### src/rtl/mmio_pkg.sv
// Shared definitions for the memory-mapped UART transmitter: register
// offsets, STATUS bit positions, transmitter state encoding and helpers.
`timescale 1ns/1ps
package mmio_pkg;

    // Address bits covered by the block's register window (16 bytes).
    localparam int WINDOW_BITS = 4;

    // Register offsets inside the window.
    localparam logic [3:0] TXDATA_OFF = 4'h0;
    localparam logic [3:0] STATUS_OFF = 4'h4;

    // STATUS word bit positions.
    localparam int ST_FULL    = 0;
    localparam int ST_EMPTY   = 1;
    localparam int ST_BUSY    = 2;
    localparam int ST_OVF     = 3;
    localparam int ST_CNT_LSB = 4;

    // Transmitter frame states.
    typedef enum logic [1:0] {
        IDLE  = 2'd0,
        START = 2'd1,
        DATA  = 2'd2,
        STOP  = 2'd3
    } tx_state_t;

    // FIFO occupancy squeezed into the 4-bit STATUS field, saturating at 15.
    function automatic logic [3:0] sat_count4(input logic [31:0] c);
        logic [3:0] r;
        if (c > 32'd15) begin
            r = 4'd15;
        end else begin
            r = c[3:0];
        end
        return r;
    endfunction

endpackage

### src/rtl/sync_fifo.sv
// Single-clock FIFO with a combinational head (no read latency). Pushes
// while full and pops while empty are ignored; pointers wrap naturally.
`timescale 1ns/1ps
module sync_fifo #(
    parameter int WIDTH = 8,
    parameter int DEPTH = 8
) (
    input  logic                     clk,
    input  logic                     rst_n,
    input  logic                     push,
    input  logic [WIDTH-1:0]         din,
    input  logic                     pop,
    output logic [WIDTH-1:0]         dout,
    output logic                     full,
    output logic                     empty,
    output logic [$clog2(DEPTH):0]   count
);
    localparam int AW = $clog2(DEPTH);

    logic [WIDTH-1:0] mem_r [DEPTH];
    logic [AW-1:0]    wr_ptr_r;
    logic [AW-1:0]    rd_ptr_r;
    logic [AW:0]      count_r;
    logic             do_push_s;
    logic             do_pop_s;

    assign full      = (count_r == (AW+1)'(DEPTH));
    assign empty     = (count_r == '0);
    assign count     = count_r;
    assign dout      = mem_r[rd_ptr_r];
    assign do_push_s = push && !full;
    assign do_pop_s  = pop && !empty;

    // Storage array: written on accepted pushes only, contents need no reset.
    always_ff @(posedge clk) begin
        if (do_push_s) begin
            mem_r[wr_ptr_r] <= din;
        end
    end

    // Pointer and occupancy bookkeeping.
    always_ff @(posedge clk or negedge rst_n) begin
        if (!rst_n) begin
            wr_ptr_r <= '0;
            rd_ptr_r <= '0;
            count_r  <= '0;
        end else begin
            if (do_push_s) begin
                wr_ptr_r <= wr_ptr_r + AW'(1);
            end
            if (do_pop_s) begin
                rd_ptr_r <= rd_ptr_r + AW'(1);
            end
            case ({do_push_s, do_pop_s})
                2'b10:   count_r <= count_r + (AW+1)'(1);
                2'b01:   count_r <= count_r - (AW+1)'(1);
                default: count_r <= count_r;
            endcase
        end
    end

endmodule

### src/rtl/mmio_uart_tx.sv
// Memory-mapped 8N1 UART transmitter. Bytes written to TXDATA are queued
// and shifted out LSB first; STATUS is returned with RAM-like one-cycle
// read latency so the top level can mux it with block RAM read data.
`timescale 1ns/1ps
module mmio_uart_tx
    import mmio_pkg::*;
#(
    parameter logic [31:0] BASE_ADDR  = 32'h0001_0000,
    parameter int          CLK_HZ     = 24000000,
    parameter int          BAUD       = 115200,
    parameter int          FIFO_DEPTH = 8
) (
    input  logic        clk24,
    input  logic        rst_n,
    input  logic [31:0] memory_address,
    input  logic [31:0] memory_write_value,
    input  logic [2:0]  memory_write_sections,
    output logic [31:0] read_value,
    output logic        read_hit,
    output logic        uart_tx
);
    localparam int DIV   = CLK_HZ / BAUD;
    localparam int CNT_W = (DIV > 1) ? $clog2(DIV) : 1;
    localparam int FCW   = $clog2(FIFO_DEPTH) + 1;
    localparam logic [CNT_W-1:0] DIV_LAST = CNT_W'(DIV - 1);

    // Bus decode: the window is matched on the upper bits, [3:2] pick the register.
    logic        in_win_s;
    logic        txdata_sel_s;
    logic        status_sel_s;
    logic        enq_s;
    logic        clr_s;
    logic        push_s;
    logic        unused_s;

    // FIFO interface.
    logic [7:0]     head_s;
    logic           full_s;
    logic           empty_s;
    logic [FCW-1:0] count_s;
    logic           pop_s;

    // Status and overflow.
    logic        ovf_r;
    logic        busy_s;
    logic [31:0] status_s;

    // Transmitter state.
    tx_state_t        state_r, state_n;
    logic [CNT_W-1:0] cnt_r, cnt_n;
    logic [2:0]       bit_r, bit_n;
    logic [7:0]       shift_r, shift_n;
    logic             tx_r, tx_n;

    assign in_win_s     = (memory_address[31:WINDOW_BITS] == BASE_ADDR[31:WINDOW_BITS]);
    assign txdata_sel_s = in_win_s && (memory_address[3:2] == TXDATA_OFF[3:2]);
    assign status_sel_s = in_win_s && (memory_address[3:2] == STATUS_OFF[3:2]);
    assign enq_s        = txdata_sel_s && memory_write_sections[0];
    assign clr_s        = status_sel_s && memory_write_sections[0];
    // Full is judged before the edge: a write while full is lost even if a pop coincides.
    assign push_s       = enq_s && !full_s;
    assign unused_s     = ^{memory_write_value[31:8], memory_write_sections[2:1],
                            memory_address[1:0]};

    assign busy_s   = (state_r != IDLE) || !empty_s;
    assign status_s = {24'd0, sat_count4(32'(count_s)), ovf_r, busy_s, empty_s, full_s};
    assign uart_tx  = tx_r;

    sync_fifo #(
        .WIDTH (8),
        .DEPTH (FIFO_DEPTH)
    ) u_fifo (
        .clk   (clk24),
        .rst_n (rst_n),
        .push  (push_s),
        .din   (memory_write_value[7:0]),
        .pop   (pop_s),
        .dout  (head_s),
        .full  (full_s),
        .empty (empty_s),
        .count (count_s)
    );

    // Sticky overflow flag: set by a dropped TXDATA write, cleared by a STATUS write.
    always_ff @(posedge clk24 or negedge rst_n) begin
        if (!rst_n) begin
            ovf_r <= 1'b0;
        end else if (clr_s) begin
            ovf_r <= 1'b0;
        end else if (enq_s && full_s) begin
            ovf_r <= 1'b1;
        end else begin
            ovf_r <= ovf_r;
        end
    end

    // Registered read port: pre-edge status, matching block RAM latency.
    always_ff @(posedge clk24 or negedge rst_n) begin
        if (!rst_n) begin
            read_hit   <= 1'b0;
            read_value <= 32'd0;
        end else begin
            read_hit   <= in_win_s;
            read_value <= status_sel_s ? status_s : 32'd0;
        end
    end

    // Transmitter state register; the line output is registered here too.
    always_ff @(posedge clk24 or negedge rst_n) begin
        if (!rst_n) begin
            state_r <= IDLE;
            cnt_r   <= '0;
            bit_r   <= 3'd0;
            shift_r <= 8'd0;
            tx_r    <= 1'b1;
        end else begin
            state_r <= state_n;
            cnt_r   <= cnt_n;
            bit_r   <= bit_n;
            shift_r <= shift_n;
            tx_r    <= tx_n;
        end
    end

    // Transmitter next-state logic: start bit, 8 data bits LSB first, stop bit.
    always_comb begin
        state_n = state_r;
        cnt_n   = cnt_r;
        bit_n   = bit_r;
        shift_n = shift_r;
        tx_n    = tx_r;
        pop_s   = 1'b0;
        case (state_r)
            IDLE: begin
                if (!empty_s) begin
                    pop_s   = 1'b1;
                    shift_n = head_s;
                    cnt_n   = '0;
                    bit_n   = 3'd0;
                    state_n = START;
                    tx_n    = 1'b0;
                end else begin
                    tx_n = 1'b1;
                end
            end
            START: begin
                if (cnt_r == DIV_LAST) begin
                    cnt_n   = '0;
                    bit_n   = 3'd0;
                    state_n = DATA;
                    tx_n    = shift_r[0];
                end else begin
                    cnt_n = cnt_r + CNT_W'(1);
                end
            end
            DATA: begin
                if (cnt_r == DIV_LAST) begin
                    cnt_n = '0;
                    if (bit_r == 3'd7) begin
                        state_n = STOP;
                        tx_n    = 1'b1;
                    end else begin
                        shift_n = {1'b0, shift_r[7:1]};
                        bit_n   = bit_r + 3'd1;
                        tx_n    = shift_r[1];
                    end
                end else begin
                    cnt_n = cnt_r + CNT_W'(1);
                end
            end
            STOP: begin
                if (cnt_r == DIV_LAST) begin
                    cnt_n   = '0;
                    state_n = IDLE;
                end else begin
                    cnt_n = cnt_r + CNT_W'(1);
                end
            end
            default: begin
                state_n = IDLE;
                cnt_n   = '0;
                tx_n    = 1'b1;
            end
        endcase
    end

endmodule

### config.mk
export PLATFORM = sky130hd
export DESIGN_NAME = mmio_uart_tx
export DESIGN_NICKNAME = d
export VERILOG_FILES = /design/src/rtl/mmio_pkg.sv /design/src/rtl/sync_fifo.sv /design/src/rtl/mmio_uart_tx.sv
export SDC_FILE = /design/constraint.sdc
export NUM_CORES = 1
export LEC_CHECK = 0
export ABC_CLOCK_PERIOD_IN_PS = 7320
export CAP_MARGIN = 0
export CORE_ASPECT_RATIO = 1.25
export CORE_MARGIN = 8
export CORE_UTILIZATION = 40
export CTS_BUF_LIST = sky130_fd_sc_hd__clkbuf_16
export DETAILED_ROUTE_END_ITERATION = 16
export PLACE_DENSITY = 0.65
export SYNTH_ARGS = -nofsm -noshare
export SYNTH_HDL_FRONTEND = slang
export SYNTH_SLANG_ARGS = --single-unit
### constraint.sdc
create_clock -name clk24 -period 7.32 [get_ports clk24]
set_input_delay 0.732 -clock clk24 [delete_from_list [all_inputs] [get_ports clk24]]
set_output_delay 0.732 -clock clk24 [all_outputs]
set_load 0.01 [all_outputs]
==> results_dict.tcl, run 1 <==
set metrics [dict create \
    outcome "finished clean" \
    cts_htree_levels 3 \
    maximum_number_of_pins_on_one_net_before_global_route_repair 43 \
    drt_wl_total_um 9586 \
    worst_setup_path_end_kind "flop" \
    top_level_ports 103 \
    layout.filler_cells 1049 \
    fin_util_pct 47.65 \
    dr_total_vias 2893 \
    worst-endpoint-arrival_ns 3.62 \
    final.setup.tns_ns 0 \
    synthesis.instances 340 \
    worst_path_max_delay_cell "sky130_fd_sc_hd__or4b_2" \
    multiInputGateArea_sq_mm 0.001767 \
    irDropWorstVdd_mv 0.1480 \
    fmaxAchievable_mhz 299.1 \
    route.antenna.remaining_nets 0 \
    cp_cell_sequence "clkdlybuf4s50_1 > nor4_1 > nand4_1 > nor4b_2 > inv_1 > ha_1 > or4b_2 > a31oi_1 > xor2_1" \
    ys_dominant_reg_cell "sky130_fd_sc_hd__edfxtp_1" \
    post_route_cells_drive_above_1_share_pct 13.67 \
    cp_data_required_time_ns 7.59 \
    ctsHoldBuffers 0 \
    dieHeight_um 140.2 \
    cap_viol_max_count 0 \
    floorplan.die_area_sq_mm 0.01618 \
    worstSkewPairLatency_ns 0.35 \
    globalRoute.totalOverflow 0 \
    synthesis.yosys.warnings 0 \
    total_leakage_power_nw 2.219 \
    startpoint_type "primary input" \
    clock_sink_count 106 \
    iteration_count_of_the_initial_detailed_routing_pass 4 \
    critical-path-top-delay-family "simple AND/OR/NAND/NOR gates" \
    period_needed_ns 3.343 \
    avgSynthCellArea_sq_um 14.52 \
    syn_area_sq_mm 0.004937 \
    syn2layout_area_growth_pct 16.83 \
    drt_iter0_markers 155 \
    hold_viol 0 \
    cts.repair.resized 0 \
    cts_buffers 9 \
    grt_pass1_wl_um 15280 \
    path_clk_slew_ns 0.08 \
    crit_path_max_fanout 6 \
    cts_tree "built" \
    io_buffer_count 50 \
    place_congestion 0.7618 \
    cts_post_setup_buffers_inserted 0 \
    worst-path-buf-inv 2 \
    area_used_by_sequential_logic_in_the_layout_sq_mm 0.002974 \
    finClkSkew_ns 0.01032 \
    number_of_global_route_vias_before_repair 2899 \
    synth_edf_count 64 \
    final_min_period_over_clock_period_pct 45.67 \
    drc 0 \
    postSynth.asyncResetShare_pct 39.62 \
    yosysSeqAreaShare_pct 60.24 \
    post_drt_via_cell_ratio 5.175 \
    count_of_inserted_antenna_diode_cells 0 \
    post_drt_wl_per_cell_um 17.15 \
    critical_path.max_stage_delay_ns 0.64 \
    antenna_violations_before_repair 0 \
    hold_path_class "reg -> reg" \
    die_w_um 115.4 \
    dp_hpwl_um 6573 \
    max_slew_margin_vs_limit_pct 26.34 \
    starting_density_of_the_core_pct 40.79 \
    num-nets-final 472 \
    grt_setup_unrepaired "false" \
    post_synth_num_cell_types 59 \
    power_density_mw_per_mm2 205.1 \
    placeableCoreArea_sq_mm 0.01211 \
    setup-violations-final 0 \
    synth-seq-cells 106 \
    timing.final.max_slew_violations 0 \
    ctsRootBufferMaster "sky130_fd_sc_hd__clkbuf_16" \
    max_slew.worst_pin.slew_ns 1.105 \
    rows 45 \
    cts-root-to-sink-buffers 2 \
    groute.usage.overall_pct 12.18 \
    worstSetupPathType "in -> reg" \
]
-- power breakdown --
group / switching [mW] / internal, mW
logic: 0.0303 / 0.0295
registers: 0.00882 / 0.651
clock network: 0.226 / 0.238
-- cells by family (layout without fill, tap and decap cells) --
group	count (synthesis)	in the layout	synth area share [%]
flip-flops	106	106	60.24
AND/OR/NAND/NOR	80	80	10.19
AO/OA/AOI/OAI	48	48	6.691
buffers and inverters	44	76	5.727
multiplexers	36	36	11.66
adder cells (fa/ha/maj)	13	13	3.295
XOR/XNOR	12	12	2.129
other	1	24	0.07595
-- per-stage QoR --
stage                     cell area [sq um]  hold slack (ns)  setup slack [ns]  total power [mW]  instances
after floorplan                        5024           0.4364             4.276            0.7053        363
after global placement                 5483           0.4665             3.662            0.7295        543
after detailed placement               5483           0.4699             3.578            0.7325        543
after CTS                              5768           0.4882             3.945             1.195        559
after global routing                   5768           0.5063             3.731             1.224        559
final                                  5768           0.4839             3.977             1.183        559
-- worst reg2reg max path, delay by kind of cell, from the launching register on --
family | cells | cell delay, ns
compound gates | 1 | 0.21
fa+ha+maj | 1 | 0.27
flops | 1 | 0.49
simple gates | 4 | 1.56
buf+inv | 1 | 0.13
xor+xnor | 1 | 0.15
-- synthesized netlist by cell type (all sizes together), types with 3 or more instances --
| cell | number | area share [%] |
|---|---|---|
| o21ai | 19 | 1.9 |
| xnor2 | 5 | 0.89 |
| nor2 | 11 | 0.84 |
| nor4b | 3 | 0.79 |
| ha | 13 | 3.3 |
| nand3 | 7 | 0.71 |
| dfrtp | 41 | 21 |
| nor3b | 3 | 0.46 |
| mux2i | 8 | 1.6 |
| edfxtp | 64 | 39 |
| inv | 9 | 0.68 |
| buf | 32 | 4.6 |
| clkbuf | 3 | 0.43 |
| xor2 | 7 | 1.2 |
| nor3 | 3 | 0.30 |
| and4 | 4 | 0.71 |
| mux4 | 16 | 7.3 |
| a21oi | 4 | 0.41 |
| and2 | 9 | 1.1 |
| and4b | 5 | 1.0 |
| o31ai | 4 | 0.71 |
| nand2 | 10 | 0.76 |
| mux2 | 12 | 2.7 |
| nor4 | 10 | 1.3 |
| a211oi | 4 | 0.61 |
-- flip-flops by register name, summed over array words and instances, names as in the netlist, 2 cells and up --
signal	cells
bit_r	3
cnt_r	8
read_value	8
shift_r	8
state_r	2
u_fifo.count	4
u_fifo.mem_r	64
u_fifo.rd_ptr_r	3
u_fifo.wr_ptr_r	3
-- path summary, 6_finish.rpt --
path                                         start                 end  slack (ns)  depth (start not counted)
min in group asynchronous                    rst_n       read_value[5]        0.53                          1
worst min-delay path                         ovf_r       read_value[3]        0.48                          1
worst max register to register     u_fifo.count[1]     u_fifo.count[3]        4.43                          8
worst min register to register               ovf_r       read_value[3]        0.48                          1
max in group asynchronous                    rst_n  u_fifo.wr_ptr_r[2]        6.19                          1
worst max-delay path            memory_address[13]     u_fifo.count[3]        3.98                          9
-- layer usage --
metal | track usage, % | part of all wire [%] | vias to the layer above
li1 | - | - | 1356
met3 | 1.978 | 4.0 | 12
met1 | 14.78 | 43 | 1475
met2 | 20.61 | 52 | 50
met4 | 5.479 | 1.7 | 0
met5 | 0 | 0 | -
-- area by class of cell --
| class | count | share of cell area [%] |
|---|---|---|
| clock buffer | 9 | 3.905 |
| multi-input combinational | 213 | 30.63 |
| sequential | 106 | 51.56 |
| tap | 164 | 3.557 |
| clock inverter | 7 | 1.041 |
| timing repair buffer | 51 | 8.720 |
| inverter | 9 | 0.5857 |
-- placed cells by master, fill, tap and decap left out, drive strengths merged, types with 7 or more instances in the layout --
cell type,n
and2,9
clkbuf,9
clkdlybuf4s50,49
conb,24
dfrtp,41
edfxtp,64
ha,13
inv,13
mux2,12
mux2i,8
mux4,16
nand2,10
nand3,7
nor2,11
nor4,10
o21ai,19
xor2,7
No activity file was read; power rests on OpenSTA's default activity.
==> run 2, diff against run 1 <==
--- a/config.mk
+++ b/config.mk
@@ -5,14 +5,14 @@
 export SDC_FILE = /design/constraint.sdc
 export NUM_CORES = 1
 export LEC_CHECK = 0
-export ABC_CLOCK_PERIOD_IN_PS = 7320
+export ABC_CLOCK_PERIOD_IN_PS = 2860
 export CAP_MARGIN = 0
 export CORE_ASPECT_RATIO = 1.25
 export CORE_MARGIN = 8
 export CORE_UTILIZATION = 40
 export CTS_BUF_LIST = sky130_fd_sc_hd__clkbuf_16
 export DETAILED_ROUTE_END_ITERATION = 16
-export PLACE_DENSITY = 0.65
+export PLACE_DENSITY = 0.68
 export SYNTH_ARGS = -nofsm -noshare
 export SYNTH_HDL_FRONTEND = slang
 export SYNTH_SLANG_ARGS = --single-unit
==> constraint.sdc (replaced) <==
create_clock -name clk24 -period 2.86 [get_ports clk24]
set_input_delay 0.286 -clock clk24 [delete_from_list [all_inputs] [get_ports clk24]]
set_output_delay 0.286 -clock clk24 [all_outputs]
set_load 0.01 [all_outputs]
==> run 2 against run 1 <==
Compared with the run above:
- combinational power rose to 2.6 times the previous value
- critical path depth unchanged
- flip-flop and latch count unchanged
- sequential power rose to 2.6 times the previous value
- first-iteration DRC count down 24%
- non-clock buffer count up 20
- total power rose to 2.6 times the previous value
- worst hold slack worse by 0.41 ns
- critical endpoint unchanged
- largest cell class unchanged
==> results_dict.tcl, run 2 (synthesized netlist as in run 1, its figures left out) <==
set metrics [dict create \
    outcome "finished clean" \
    top_level_ports 103 \
    fmaxAchievable_mhz 382.6 \
    drt_wl_total_um 9456 \
    crit_start "memory_address[14]" \
    route.antenna.remaining_nets 0 \
    power_density_mw_per_mm2 523.5 \
    post_drt_wl_per_cell_um 16.33 \
    post-route-worst-setup-slack_ns 0.2466 \
    globalRoute.totalOverflow 0 \
    syn2layout_area_growth_pct 20.30 \
    io_buffer_count 50 \
    antenna_violations_before_repair 0 \
    ctsHoldBuffers 0 \
    finish.instance_area_sq_mm 0.005939 \
    worstSkewPairLatency_ns 0.35 \
    worst_path_max_delay_cell "sky130_fd_sc_hd__or4b_2" \
    ctsRootBufferMaster "sky130_fd_sc_hd__clkbuf_16" \
    fin_util_pct 49.06 \
    num-nets-final 492 \
    maximum_number_of_pins_on_one_net_before_global_route_repair 43 \
    placeableCoreArea_sq_mm 0.01211 \
    floorplan.die_area_sq_mm 0.01618 \
    cts-root-to-sink-buffers 2 \
    cts.repair.resized 0 \
    cp_data_required_time_ns 3.14 \
    grt_setup_unrepaired "false" \
    cts_htree_levels 3 \
    worst-endpoint-arrival_ns 2.89 \
    largest_register "u_fifo.mem_r" \
    r2r_slack_ns 0.38 \
    max_slew.worst_pin.slew_ns 0.9419 \
    die_w_um 115.4 \
    cts_tree "built" \
    pre_cts_ws_ns -0.1277 \
    dp_hpwl_um 6608 \
    dr_total_vias 2922 \
    ff2ff_path_depth 9 \
    hold_path_class "in -> async" \
    finClkSkew_ns 0.008190 \
    drt_iter0_markers 118 \
    final_min_period_over_clock_period_pct 91.38 \
    post_route_cells_drive_above_1_share_pct 17.83 \
    layout.cells.most_common_list "64 x sky130_fd_sc_hd__edfxtp_1, 49 x sky130_fd_sc_hd__clkdlybuf4s50_1, 41 x sky130_fd_sc_hd__dfrtp_1" \
    crit_path_max_fanout 2 \
    cts_buffers 9 \
    period_needed_ns 2.613 \
    grt_pass1_wl_um 15510 \
    worstSetupPathType "in -> reg" \
    place_area_sq_mm 0.005633 \
    irDropWorstVdd_mv 0.3595 \
    number_of_global_route_vias_before_repair 3056 \
    total_power_mw 3.109 \
    cap_viol_max_count 0 \
    worst_hold_slack_ns 0.07638 \
    hold_viol 0 \
    post_drt_via_cell_ratio 5.047 \
    startpoint_type "primary input" \
    total_leakage_power_nw 2.337 \
    groute.usage.overall_pct 12.49 \
    iteration_count_of_the_initial_detailed_routing_pass 4 \
    timing.final.max_slew_violations 0 \
    max_slew_margin_vs_limit_pct 37.21 \
    clock_sink_count 106 \
    starting_density_of_the_core_pct 40.79 \
    crit-reg2reg-launch "u_fifo.count[1]" \
    cp_cell_sequence "clkdlybuf4s50_1 > nor4b_1 > nand4_1 > nor4b_2 > inv_1 > ha_1 > or4b_2 > a31oi_1 > xor2_1" \
    dieHeight_um 140.2 \
    worst_setup_path_end_kind "flop" \
    critical_path.max_stage_delay_ns 0.68 \
    drc 0 \
    place_congestion 0.7711 \
    regToRegEndpoint "u_fifo.count[3]" \
    final_common_cell "sky130_fd_sc_hd__edfxtp_1" \
    path_clk_slew_ns 0.07 \
    count_of_inserted_antenna_diode_cells 0 \
    rows 45 \
    largest_reg_flops 64 \
    setup-violations-final 0 \
    cts_post_setup_buffers_inserted 0 \
]
## run 2: changes by cell type in the layout (fill, tap and decap cells not counted)
cell	delta
sky130_fd_sc_hd__inv_8	+3
sky130_fd_sc_hd__clkinv_2	-1
sky130_fd_sc_hd__buf_4	+20
sky130_fd_sc_hd__inv_12	+1
sky130_fd_sc_hd__clkinv_4	+1
sky130_fd_sc_hd__clkinvlp_4	-2
sky130_fd_sc_hd__inv_6	-2
## run 2: worst max path at each step
stage,end,cells past startpoint
CTS,u_fifo.count[3],9
global placement,u_fifo.count[3],9
global route,u_fifo.count[3],9
detailed placement,u_fifo.count[3],9
finish,u_fifo.count[3],9
floorplan,u_fifo.count[3],8
## run 2: power breakdown
group,internal (mW),switching (mW)
clock network,0.635,0.630
logic,0.0776,0.0788
registers,1.67,0.0218
total,2.38,0.731
## run 2: stage by stage
stage	cells	TNS, ns
2_1_floorplan	363	0
3_3_place_gp	563	-0.1243
3_5_place_dp	563	-0.1500
4_1_cts	579	0
5_1_grt	579	0
6_report	579	0
## run 2: layout make-up
class,count,area [sq um]
clock buffer,9,225.2
clock inverter,7,81.33
fill,1052,6166
inverter,9,33.78
multi-input combinational,213,1767
sequential,106,2974
tap,164,205.2
timing repair buffer,71,653.1
## run 2: per-layer routing
layer / share of wire, % / vias up / GRT usage (%)
met2: 54 / 40 / 21.69
met1: 41 / 1476 / 14.31
li1: - / 1394 / -
met3: 4.0 / 12 / 2.839
met5: 0 / - / 0
met4: 1.5 / 0 / 5.270
## run 2: worst max-delay path, delay by kind of cell
| kind | cells | cell delay [ns] |
|---|---|---|
| buf+inv | 2 | 0.51 |
| compound gates | 1 | 0.22 |
| fa+ha+maj | 1 | 0.21 |
| xor+xnor | 1 | 0.16 |
| simple gates | 4 | 1.51 |
